===== config.mk =====
export PLATFORM = sky130hd
export DESIGN_NAME = mult_arbiter
export DESIGN_NICKNAME = d
export VERILOG_FILES = /design/src/rtl/mult_arbiter.sv
export SDC_FILE = /design/constraint.sdc
export NUM_CORES = 1
export LEC_CHECK = 0
export CORE_AREA = 2 2 181 183
export CTS_CLUSTER_DIAMETER = 50
export DETAILED_ROUTE_END_ITERATION = 8
export DIE_AREA = 0 0 183 185
export MAX_ROUTING_LAYER = met4
export PLACE_DENSITY = 0.67
export SYNTH_ARGS = -nofsm -noshare
export SYNTH_HDL_FRONTEND = slang
export SYNTH_SLANG_ARGS = --single-unit

===== constraint.sdc =====
create_clock -name CLK -period 4.75 [get_ports CLK]
set_input_delay 0.95 -clock CLK [delete_from_list [all_inputs] [get_ports CLK]]
set_output_delay 0.95 -clock CLK [all_outputs]
set_load 0.005 [all_outputs]

===== src/rtl/mult_arbiter.sv =====
// mult_arbiter: round-robin front end sharing one start/done multiplier; MULT_ARB_TIMEOUT_EN adds a BUSY-timeout abort
module mult_arbiter #(
    parameter  int N       = 32,
    parameter  int NREQ    = 4,
    parameter  int TIMEOUT = 128,
    localparam int IDW     = $clog2(NREQ)
) (
    input  logic              CLK,
    input  logic              RST_N,
    input  logic [NREQ-1:0]   REQ,
    input  logic [NREQ*N-1:0] A_IN,
    input  logic [NREQ*N-1:0] B_IN,
    output logic [NREQ-1:0]   GNT,
    output logic              MUL_ST,
    output logic [N-1:0]      MUL_A,
    output logic [N-1:0]      MUL_B,
    output logic              MUL_CLR,
    input  logic              MUL_DONE,
    input  logic [2*N-1:0]    MUL_PROD,
    output logic              RSP_VALID,
    output logic [IDW-1:0]    RSP_ID,
    output logic [2*N-1:0]    RSP_PROD,
    output logic              RSP_ERR,
    input  logic              RSP_READY
);
    typedef enum logic [1:0] {IDLE, ISSUE, BUSY, RESP} state_t;
    state_t state;
    logic [IDW-1:0] last, win, idx;
`ifdef MULT_ARB_TIMEOUT_EN
    localparam int CW = $clog2(TIMEOUT + 1);
    logic [CW-1:0] cnt;
`else
    logic unused_timeout;
    assign unused_timeout = TIMEOUT > 0;
    assign MUL_CLR = 1'b0;
    assign RSP_ERR = 1'b0;
`endif
    // first requester after last, wrapping; scanning farthest-first lets the nearest overwrite
    always_comb begin
        win = '0;
        idx = '0;
        for (int k = NREQ; k >= 1; k--) begin
            idx = IDW'((int'(last) + k) % NREQ);
            if (REQ[idx]) win = idx;
        end
    end
    // control FSM with registered grant, start and response outputs
    always_ff @(posedge CLK or negedge RST_N) begin
        if (!RST_N) begin
            state     <= IDLE;
            last      <= IDW'(NREQ - 1);
            GNT       <= '0;
            MUL_ST    <= 1'b0;
            MUL_A     <= '0;
            MUL_B     <= '0;
            RSP_VALID <= 1'b0;
            RSP_ID    <= '0;
            RSP_PROD  <= '0;
`ifdef MULT_ARB_TIMEOUT_EN
            MUL_CLR   <= 1'b0;
            RSP_ERR   <= 1'b0;
            cnt       <= '0;
`endif
        end else begin
`ifdef MULT_ARB_TIMEOUT_EN
            MUL_CLR <= 1'b0;
`endif
            case (state)
                IDLE: if (|REQ) begin
                    MUL_A       <= A_IN[int'(win)*N +: N];
                    MUL_B       <= B_IN[int'(win)*N +: N];
                    GNT[win]    <= 1'b1;
                    MUL_ST      <= 1'b1;
                    last        <= win;
                    RSP_ID      <= win;
                    state       <= ISSUE;
                end
                ISSUE: begin
                    GNT    <= '0;
                    MUL_ST <= 1'b0;
                    state  <= BUSY;
`ifdef MULT_ARB_TIMEOUT_EN
                    cnt    <= '0;
`endif
                end
                BUSY: if (MUL_DONE) begin
                    RSP_PROD  <= MUL_PROD;
                    RSP_VALID <= 1'b1;
                    state     <= RESP;
`ifdef MULT_ARB_TIMEOUT_EN
                    RSP_ERR   <= 1'b0;
                end else if (cnt == CW'(TIMEOUT)) begin
                    MUL_CLR   <= 1'b1;
                    RSP_PROD  <= '0;
                    RSP_ERR   <= 1'b1;
                    RSP_VALID <= 1'b1;
                    state     <= RESP;
                end else begin
                    cnt <= cnt + 1'b1;
`endif
                end
                RESP: if (RSP_READY) begin
                    RSP_VALID <= 1'b0;
                    state     <= IDLE;
                end
            endcase
        end
    end
endmodule


After elaboration in Yosys (flattened, before gate mapping) --
Index checks and enable logic that the tools add are counted.
Storage, ports and cells: bits in registers 140, input bits 328, output and inout bits 138, word-level logic and storage cells 63
Cells by class: add/sub/neg operators 4, order comparisons 6, equality and inequality tests 6, shift-type cells 2, multiplexer cells 25, bitwise operators 1, reduce and logical (&&, ||, !) cells 10
Operators by type and width (number):
- indexed part select 128 x 8 -> 32 bit | 2
- less-than comparator 2 x 3 -> 1 bit (second input constant) | 5
- 2-to-1 mux 2 bit | 7
- binary-select mux 1 bit (select 2 bit) | 4
- 2-to-1 mux 1 bit | 8
- case mux 2 bit (4 select lines) | 1
- case mux 4 bit (2 select lines) | 1
- inequality test 2 bit (second input constant) | 3
- AND reduction 2 bit | 3
- AND reduction 3 bit | 2
- adder 2 x 1 -> 2 bit (second input constant) | 2
- adder 2 bit (second input constant) | 2
- equality test 2 bit (second input constant) | 2
- 2-to-1 mux 4 bit | 1
- bitwise OR 4 bit | 1
- case mux 1 bit (2 select lines) | 2
- nonzero test 2 bit | 2
- OR reduction 4 bit | 1
- demux 1 bit (select 2 bit) | 1
- equality test 2 x 1 -> 1 bit (second input constant) | 1
- greater-or-equal comparator 2 x 1 -> 1 bit (second input constant) | 1
- zero test 2 bit | 1
- logical AND 1 bit | 1

Depth between registers and ports, before layout --
word-level depth 14, gate-level depth with buffers 9, mapped depth without buffers 5

Least setup slack after synthesis --
Ideal clock, no wire load.
path type in2reg, from in REQ[3], to reg MUL_A[11], setup time 0.081 ns, arrival time 2.304 ns, data required time 4.669 ns, path slack 2.365 ns, stages on the path 8, path buffers 3, path through buf_2 > mux2i_1 > o22ai_1 > a21oi_1 > buf_6 > buf_6 > mux2_2 > a31oi_2
On the way: cells in the longest elaborated chain, start to end 7, elaborated cells between the ends (all ways) 15, classes of those cells shift (1); mux (12); reduce/logical (2)
Ends and longest elaborated chain:
- start: declaration | RTL line 10 | input logic [NREQ-1:0] REQ,
- binary-select mux 1 bit (select 2 bit) | RTL line 44 | if (REQ[idx]) win = idx;
- 2-to-1 mux 1 bit (not written as such) | RTL line 44
- 2-to-1 mux 2 bit (4 in a row) | RTL line 44
- indexed part select 128 x 8 -> 32 bit | RTL line 70 | MUL_A <= A_IN[int'(win)*N +: N];
- end signal: assignment | RTL line 70
- end: declaration | RTL line 15 | output logic [N-1:0] MUL_A,
Several ways; a longest one is shown, not always the timed one. The select of a mux whose other input is x is not followed. A chain may end at the register's enable or synchronous reset.

Worst setup path after layout --
from in REQ[3], to reg MUL_B[8]
On the way: cells in the longest elaborated chain, start to end 7, elaborated cells between the ends (all ways) 15, classes of those cells shift (1); mux (12); reduce/logical (2)
Ends and longest elaborated chain:
- binary-select mux 1 bit (select 2 bit) | RTL line 44
- 2-to-1 mux 1 bit (not written as such) | RTL line 44
- 2-to-1 mux 2 bit (4 in a row) | RTL line 44
- indexed part select 128 x 8 -> 32 bit | RTL line 71 | MUL_B <= B_IN[int'(win)*N +: N];
- end signal: assignment | RTL line 71
- end: declaration | RTL line 16 | output logic [N-1:0] MUL_B,
Several ways; a longest one is shown, not always the timed one. The select of a mux whose other input is x is not followed.

==> metrics.md <==
| Metric | Value |
|---|---|
| Total CTS buffers | `17` |
| DRT Pass-1 Iters | `5` |
| Synth async-reset ratio | `1.00` |
| Crit path cell chain | `clkdlybuf4s50_1 -> a21oi_1 -> o21ai_1 -> a21oi_4 -> buf_12 -> a22oi_1 -> a31oi_1` |
| Psw | `2.59 mW` |
| # fillers | `3154` |
| Final setup fails | `0` |
| F_max | `345 MHz` |
| Final slew viol count | `0` |
| Clock-pin slew on the worst setup and hold paths | `60 ps` |
| Postcts setup bufs | `0` |
| Minimum clock period | `2890 ps` |
| Number of global-route vias before repair | `7262` |
| Xor and xnor area share after synthesis | `0` |
| Max transition margin | `0.469` |
| # nets final | `1489` |
| Overall die width | `183 um` |
| FF+latch area | `3510 um^2` |
| Clock Skews | `13.4 ps` |
| Simple-gate share of the synthesized area | `0.117` |
| Maximum vdd drop | `0.248 mV` |
| Detail Route Antenna Nets | `0` |
| Status | `complete, no violations` |
| Worst Hold Class | `in -> async` |
| Initial DRC count | `387` |
| Global-route wire length before repair | `43100 um` |
| Core Box Area | `32000 um^2` |
| Worst-margin pin slew | `794 ps` |
| Synth warnings | `0` |
| Setup Crit Path Kind | `in -> reg` |
| GRT Total Usage | `0.175` |
| Critical Path AT | `3230 ps` |
| Netlist Area Pre-Place | `7400 um^2` |
| DP HPWL | `22600 um` |
| Die area | `33900 um^2` |
| Slowest CP cell | `a21oi_4` |
| Via count | `7229` |
| Worst EP required | `5090 ps` |
| CTS tree | `done` |
| Top Ports | `466` |
| Complex-gate fraction of the synthesized area | `0.145` |
| Layout area overhead | `75.5%` |
| Final wirelength | `30000 um` |
| Diodes inserted | `0` |
| # port buffers | `463` |
| Largest family of logic cells by synthesized area | `multiplexers` |
| Worst setup SP type | `primary input` |
| Leakage | `5.13 nW` |
| Final GP Congestion | `0.851` |
| Final hold viol count | `0` |
| Area of the multi-input gates | `3590 um^2` |
| CTS root buffer | `clkbuf_16` |
| Post-synth EDFFs | `0` |
| # hold bufs at CTS | `0` |
| Number of gates resized after cts | `0` |
| P_int | `4.83 mW` |
| Sink Count | `140` |
| Yosys reg bits | `140` |
| Mux cell area share after synthesis | `0.207` |
| Synth Area in Adders | `0.00845` |
| Clock H-tree levels | `4` |
| Pin count of the biggest net entering global routing | `118` |
| Hold Slack | `479 ps` |
| Cells after Synth | `723` |
| Period utilisation layout | `0.609` |
| Overflow after GRT | `0` |
| Number of core rows | `66` |
| Yosys cell types | `38` |
| Die Y | `185 um` |
| Comb pwr share | `0.518` |
| Critical Path End Type | `flip-flop` |
| Post-synthesis sequential area ratio | `0.474` |
| Max_cap viols | `0` |
| Mean post-synth cell area | `10.2 um^2` |
| CP peak stage delay | `660 ps` |
| CTS max path bufs | `2` |
| Ys flop type | `dfrtp_1` |
| Post-DR vias/cell | `4.58` |
| Clk Latency, worst-skew pair | `430 ps` |
| Clock share of power | `0.188` |
| DRC errors left | `0` |
| Sw Share | `0.350` |
| RSZ-0062 raised after global routing | `false` |
| WL per Instance | `19.0 um` |
| Antenna violations before repair | `0` |
| Share of cells above drive strength 1 | `0.152` |
| TNS Setup | `0 ps` |
| Initial core utilization | `0.231` |
| Worst-path fanout max | `38` |
| Share of total power in sequential cells | `0.295` |
| Power density cells | `571 nW/um^2` |
[worst paths after layout]
| kind | startpoint | endpoint | slack [ps] | cells past startpoint |
|---|---|---|---|---|
| worst max-delay path | REQ[3] | MUL_B[8] | 1860 | 7 |
| worst min-delay path | RST_N | RSP_PROD[33] | 480 | 1 |
| worst max register to register | last[1] | MUL_B[8] | 2380 | 6 |
| worst min register to register | RSP_PROD[16] | RSP_PROD[16] | 500 | 1 |
| max in group asynchronous | RST_N | MUL_B[26] | 3200 | 2 |
| min in group CLK | RSP_PROD[16] | RSP_PROD[16] | 500 | 1 |
[cell usage after synthesis, types with 3 or more instances]
library cell,n,area (um^2)
dfrtp_1,138,3450
nand2_1,137,514
mux2_2,111,1250
nor2_1,70,263
a22oi_1,64,480
a31oi_1,63,394
clkbuf_1,28,105
buf_2,19,95.1
a21oi_1,10,50.1
mux2_1,10,113
mux2_4,10,150
buf_6,9,101
inv_1,7,26.3
ha_1,5,62.6
o21ai_0,5,25.0
nor2b_1,4,25.0
buf_4,3,22.5
o21ai_1,3,15.0
[cells in the final DEF (no fill, tap or decap), types with 7 or more instances in the layout]
master	instances
mux2_1	10
a21oi_1	9
dfrtp_1	138
clkbuf_16	17
buf_4	7
a31oi_1	62
mux2_2	111
clkdlybuf4s50_1	462
nand2_1	136
a22oi_1	64
nor2_1	70
mux2_4	10
inv_1	7
[kinds of logic after synthesis]
| family | Yosys count |
|---|---|
| AO/OA/AOI/OAI | 157 |
| adder cells (fa/ha/maj) | 5 |
| buffers and inverters | 68 |
| flip-flops | 140 |
| multiplexers | 133 |
| other | 1 |
| AND/OR/NAND/NOR | 219 |
[per-layer routing]
| metal | wire [um] | global-route usage | vias to the layer above |
|---|---|---|---|
| met2 | 15100 | 0.296 | 256 |
| li1 | - | - | 3426 |
| met4 | 649 | 0.0570 | 0 |
| met5 | 0 | - | - |
| met1 | 12700 | 0.208 | 3515 |
| met3 | 1570 | 0.0370 | 32 |
[area by class of cell]
cell class	instances	share of cell area
clock buffer	18	0.0338
clock inverter	14	0.0121
inverter	7	0.00202
multi-input combinational	516	0.276
sequential	140	0.270
tap	408	0.0393
timing repair buffer	474	0.367
[power by group through the flow]
| stage | registers [mW] | logic (mW) | clock network [mW] |
|---|---|---|---|
| floorplan | 2.18 | 1.86 | 0 |
| global placement | 2.16 | 3.84 | 0 |
| detailed placement | 2.20 | 3.89 | 0 |
| CTS | 2.19 | 3.90 | 1.43 |
| global route | 2.27 | 4.16 | 1.48 |
| finish | 2.19 | 3.84 | 1.39 |
[worst max-delay path, delay by kind of cell]
| kind | cells | cell delay, ps |
|---|---|---|
| AOI/OAI and AO/OA | 5 | 1350 |
| buffers and inverters | 2 | 880 |
[stage by stage]
stage / std cells / setup slack, ps / utilization / cell area, um^2 / power [mW]
3_3_place_gp: 1545 / 1480 / 0.387 / 12400 / 6.01
3_5_place_dp: 1545 / 1400 / 0.387 / 12400 / 6.09
2_1_floorplan: 724 / 2360 / - / 7410 / 4.04
6_report: 1577 / 1860 / 0.406 / 13000 / 7.42
5_1_grt: 1577 / 1730 / 0.406 / 13000 / 7.90
4_1_cts: 1577 / 1860 / 0.406 / 13000 / 7.52
[registers in the layout (all words and copies together), names as in the netlist]
register   flops
GNT            4
MUL_A         32
MUL_B         32
MUL_ST         1
RSP_ID         2
RSP_PROD      64
RSP_VALID      1
last           2
state          2
Note: power is estimated with default switching activity, not from simulation.
